## src/rtl/gc_ramp_ctrl.sv

```systemverilog
// Ramp sequencer driving an 8-bit load/inc/dec counter with Gray-coded output.
// Optional shortest-path wrap-around ramping is enabled by defining GC_RAMP_WRAP_EN.
module gc_ramp_ctrl #(
  parameter int unsigned DIV_W = 16
) (
  input  logic             clk,
  input  logic             rstn,
  input  logic             start,
  input  logic             abort,
  input  logic [7:0]       start_val,
  input  logic [7:0]       target,
  input  logic [DIV_W-1:0] step_div,
  output logic [7:0]       value,
  output logic [7:0]       value_gc,
  output logic             dir,
  output logic             busy,
  output logic             done
);

  typedef enum logic [1:0] {StIdle, StLoad, StRamp, StDone} state_e;
  typedef enum logic [1:0] {CntLoad, CntInc, CntDec} cnt_op_e;

  localparam logic [DIV_W-1:0] DivOne = DIV_W'(1);

  state_e           state_q, state_d;
  cnt_op_e          cnt_op;
  logic [7:0]       cnt_q, cnt_d, cnt_ld;
  logic [7:0]       sv_q, tgt_q;
  logic [DIV_W-1:0] div_q;
  logic [DIV_W-1:0] presc_q, presc_d, presc_last;
  logic             dir_q;
  logic             cap_en;
  logic             start_dir;
  logic             tick;
  logic [7:0]       step_val;

`ifdef GC_RAMP_WRAP_EN
  logic [7:0] fwd_dist;
  // Forward modular distance; exactly half-way (128) resolves upward.
  assign fwd_dist  = target - start_val;
  assign start_dir = (fwd_dist <= 8'd128);
`else
  assign start_dir = (target > start_val);
`endif

  // A divider of zero behaves like one: the tick fires every cycle.
  assign presc_last = (div_q == '0) ? '0 : div_q - DivOne;
  assign tick       = (presc_q == presc_last);
  assign step_val   = dir_q ? cnt_q + 8'd1 : cnt_q - 8'd1;

  always_comb begin
    state_d = state_q;
    presc_d = presc_q;
    cnt_op  = CntLoad;
    cnt_ld  = cnt_q;
    cap_en  = 1'b0;
    unique case (state_q)
      StIdle: begin
        if (start && !abort) begin
          cap_en  = 1'b1;
          state_d = StLoad;
        end
      end
      StLoad: begin
        // The load completes even when aborted.
        cnt_ld  = sv_q;
        presc_d = '0;
        if (abort)               state_d = StIdle;
        else if (sv_q == tgt_q)  state_d = StDone;
        else                     state_d = StRamp;
      end
      StRamp: begin
        if (abort) begin
          state_d = StIdle;
        end else if (tick) begin
          presc_d = '0;
          cnt_op  = dir_q ? CntInc : CntDec;
          if (step_val == tgt_q) state_d = StDone;
        end else begin
          presc_d = presc_q + DivOne;
        end
      end
      StDone: state_d = StIdle;
      default: state_d = StIdle;
    endcase
  end

  // Counter: exactly one of load/increment/decrement every cycle; hold is a self-load.
  always_comb begin
    case (cnt_op)
      CntInc:  cnt_d = cnt_q + 8'd1;
      CntDec:  cnt_d = cnt_q - 8'd1;
      default: cnt_d = cnt_ld;
    endcase
  end

  always_ff @(posedge clk or negedge rstn) begin
    if (!rstn) begin
      state_q <= StIdle;
      presc_q <= '0;
      cnt_q   <= 8'h00;
      sv_q    <= 8'h00;
      tgt_q   <= 8'h00;
      div_q   <= '0;
      dir_q   <= 1'b0;
    end else begin
      state_q <= state_d;
      presc_q <= presc_d;
      cnt_q   <= cnt_d;
      if (cap_en) begin
        sv_q  <= start_val;
        tgt_q <= target;
        div_q <= step_div;
        dir_q <= start_dir;
      end
    end
  end

  assign value    = cnt_q;
  assign value_gc = cnt_q ^ (cnt_q >> 1);
  assign dir      = dir_q;
  assign busy     = (state_q == StLoad) || (state_q == StRamp);
  assign done     = (state_q == StDone);

endmodule
```

## config.mk

```make
export PLATFORM = sky130hd
export DESIGN_NAME = gc_ramp_ctrl
export DESIGN_NICKNAME = d
export VERILOG_FILES = /design/src/rtl/gc_ramp_ctrl.sv
export SDC_FILE = /design/constraint.sdc
export NUM_CORES = 1
export LEC_CHECK = 0
export BUFFER_PORTS_ARGS = -buffer_cell sky130_fd_sc_hd__buf_2
export CAP_MARGIN = 20
export CORE_MARGIN = 3
export CORE_UTILIZATION = 59
export CTS_CLUSTER_SIZE = 16
export DETAILED_ROUTE_END_ITERATION = 10
export PLACE_DENSITY_LB_ADDON = 0.25
export SLEW_MARGIN = 20
export SYNTH_ARGS = -nofsm -noshare
export SYNTH_HDL_FRONTEND = slang
export SYNTH_SLANG_ARGS = --single-unit
```

## constraint.sdc

```tcl
create_clock -name clk -period 5 [get_ports clk]
set_input_delay 0.5 -clock clk [delete_from_list [all_inputs] [get_ports clk]]
set_output_delay 0.5 -clock clk [all_outputs]
set_load 0.01 [all_outputs]
```

==> impl_metrics.csv <==
group,metric,value,unit
synth,synth_top_family_by_area,"simple AND/OR/NAND/NOR gates",
worst_setup_path,r2r_cells,14,
synth,syn_inst,488,
timing,layout_setup_ws,557,ps
synth,synthSimpleGateAreaFrac,19.3,%
layout,n_fill_cell,580,
global_routing,track_usage,26.8,%
synth,synth-compound-area-share,13.4,%
worst_setup_path,critPathMaxFanout,11,
timing,setup_violations,0,
global_routing,grt_pass1_vias,3651,
global_routing,grt-ovfl-total,0,
job,drv_cap,0,
synth,synth_nets,555,
worst_setup_path,cp_slowest_cell,"nor4_1",
worst_setup_path,path_delay_family,"simple AND/OR/NAND/NOR gates",
worst_setup_path,crit_type,"flop to flop",
drt,dr_total_vias,3832,
clocking,clock_path_buffers,2,
worst_setup_path,required,5240,ps
timing,fmax,0.225,GHz
power_and_ir_drop,total_power,2.87,mW
clocking,clock_latency,350,ps
power_and_ir_drop,power.density,573,mW/mm²
synth,ys_seq_area_share,33.3,%
floorplanning,ios,55,
drt,drcViolationCount,0,
synth,synth_edf_count,0,
clocking,post_cts_buffers,0,
drt,routedWlPerCell,17.1,µm
global_routing,grt_max_degree,60,
drt,viasPerCell,6.03,
power_and_ir_drop,total_leakage_power,2.25,nW
worst_setup_path,r2r-end,"value[0]",
layout,final_cell_mix,"dfrtp_1 (59), buf_2 (54), nand2_1 (37)",
floorplanning,rows,30,
timing,finalCritPeriodShare,88.9,%
status,status,"finished, final reports clean",
drt,routed-wl-met3,871,µm
floorplanning,die_y,92.7,µm
synth,syn_area,0.00444,mm²
layout,area_growth_syn_to_layout,12.9,%
place,port-buffer-count,54,
synth,synth_xor_area_share,12.1,%
place,gp_congestion,1.03,
floorplanning,core-area,0.00706,mm²
timing,min_period,4440,ps
place,pre_cts_slack,709,ps
timing,finalHoldViolations,0,
layout,drive_gt1_share,20.4,%
floorplanning,die_area,0.00860,mm²
clocking,h-tree-depth,3,
worst_setup_path,cp_cell_sequence,"nor4_1 > nand4_1 > xnor2_1 > or4b_2 > a21oi_1 > o2111ai_1 > nor3_1 > nand2b_1 > ha_1 > clkinv_1 > o22ai_1 > nor2_1 > a31oi_1 > o21ai_0",
worst_setup_path,critPathBufInv,1,
timing,report.final.slew_viol_count,0,
drt,drt_iter0_markers,322,
worst_setup_path,r2r_slack,560,ps
synth,ys_ff_latch,59,
global_routing,antenna_found_initial,0,
power_and_ir_drop,ir_drop,305,µV
clocking,ctsResizeCount,0,
clocking,cts_hold_buf,0,
worst_setup_path,crit_path_end_kind,"flop",
layout,finalNetCount,602,
layout,multiInputGateArea,0.00274,mm²
floorplanning,initial_core_util,62.9,%
drt,top_layer,"met4",
floorplanning,chipWidth,92.7,µm
synth,syn_avg_cell_area,9.09,µm²
synth,yosysWarnings,0,
timing,max_slew.worst_pin.slew,753,ps
timing,hold_slack,290,ps
timing,grt_setup_unrepaired,"no",
synth,synthFlopType,"dfrtp_1",
clocking,cts_num_sinks,59,
timing,skew,8.18,ps
worst_setup_path,arrival,4680,ps
drt,firstDrtPassIters,5,
worst_setup_path,critPathLaunchType,"flop",
clocking,numCtsBuffers,9,
clocking,clockRootBuffer,"clkbuf_8",
clocking,clk_pin_slew_worst_paths,80,ps
drt,wl_met2,4710,µm
synth,synthAdderAreaFrac,8.74,%
place,dp_hpwl,8090,µm
layout,regArea,0.00148,mm²
global_routing,grt_pass1_wl,18200,µm
clocking,cts_tree,"built",
timing,maxSlewHeadroom,49.4,%
layout,final_common_cell,"dfrtp_1",
worst_setup_path,reg2reg_from,"div_q[6]",
drt,wl_met1,5140,µm
worst_setup_path,cpPeakStageDelay,670,ps
drt,final_antenna_net_count,0,
timing,setup_tns,0,ps
hold_path,hold_path.class,"input pin to async pin",
synth,synthMuxAreaShare,8.12,%
drt,wirelength,10900,µm
synth,synthArstFlopShare,100,%
layout,diodes,0,
synth,synth_cell_types,62,
[flip-flops by register name, summed over array words and instances, names as in the netlist]
| signal | count |
|---|---|
| sv_q | 8 |
| div_q | 16 |
| dir | 1 |
| state_q | 2 |
| presc_q | 16 |
| value | 8 |
| tgt_q | 8 |
[cell usage after synthesis (all sizes together) (15+ instances only)]
cell type,instances,area [µm²]
inv,35,131
a21oi,15,75.1
mux2,24,270
clkbuf,18,67.6
dfrtp,59,1480
o21ai,38,194
ha,31,388
xor2,24,210
nand3,17,85.1
xnor2,32,280
nor2,29,109
nand2,37,139
[layer usage]
| metal | GRT usage [%] | vias to the layer above |
|---|---|---|
| li1 | - | 1817 |
| met1 | 39.2 | 1833 |
| met2 | 39.4 | 162 |
| met3 | 5.69 | 20 |
| met4 | 8.67 | 0 |
| met5 | 0 | - |
[layout make-up]
cell class | count | area share (%)
Clock buffer | 9 | 2.47
Timing Repair Buffer | 57 | 5.85
Multi-Input combinational cell | 372 | 54.6
Sequential cell | 59 | 29.5
Tap cell | 96 | 2.40
Inverter | 36 | 2.70
Clock inverter | 7 | 2.47
[worst max-delay path by stage]
stage                   from        to  slack [ps]  cells after the start
global route        div_q[6]  value[0]         110                     14
CTS                 div_q[6]  value[0]         610                     14
floorplan           div_q[6]  value[3]         950                     15
finish              div_q[6]  value[0]         560                     14
global placement    div_q[6]  value[3]         850                     16
detailed placement  div_q[6]  value[0]         710                     14
[report_power, final]
group          leakage, nW  total (mW)  switching [mW]  internal (mW)
clock network        0.120       0.548           0.214          0.334
logic                 1.38        1.34           0.704          0.633
registers            0.745       0.986           0.332          0.654
[logic make-up (layout without fill, tap and decap cells)]
logic type | count (synthesis) | after routing
simple gates | 160 | 160
xor+xnor | 58 | 58
mux | 33 | 33
compound gates | 90 | 90
buf+inv | 57 | 109
flops | 59 | 59
fa+ha+maj | 31 | 31
[per-stage QoR]
step	area, µm²	std cells	utilization [%]
floorplan	4440	488	-
global route	5010	636	71.0
detailed placement	4760	620	67.5
CTS	5010	636	71.0
finish	5010	636	71.0
global placement	4760	620	67.5
No activity file was read; power rests on OpenSTA's default activity.
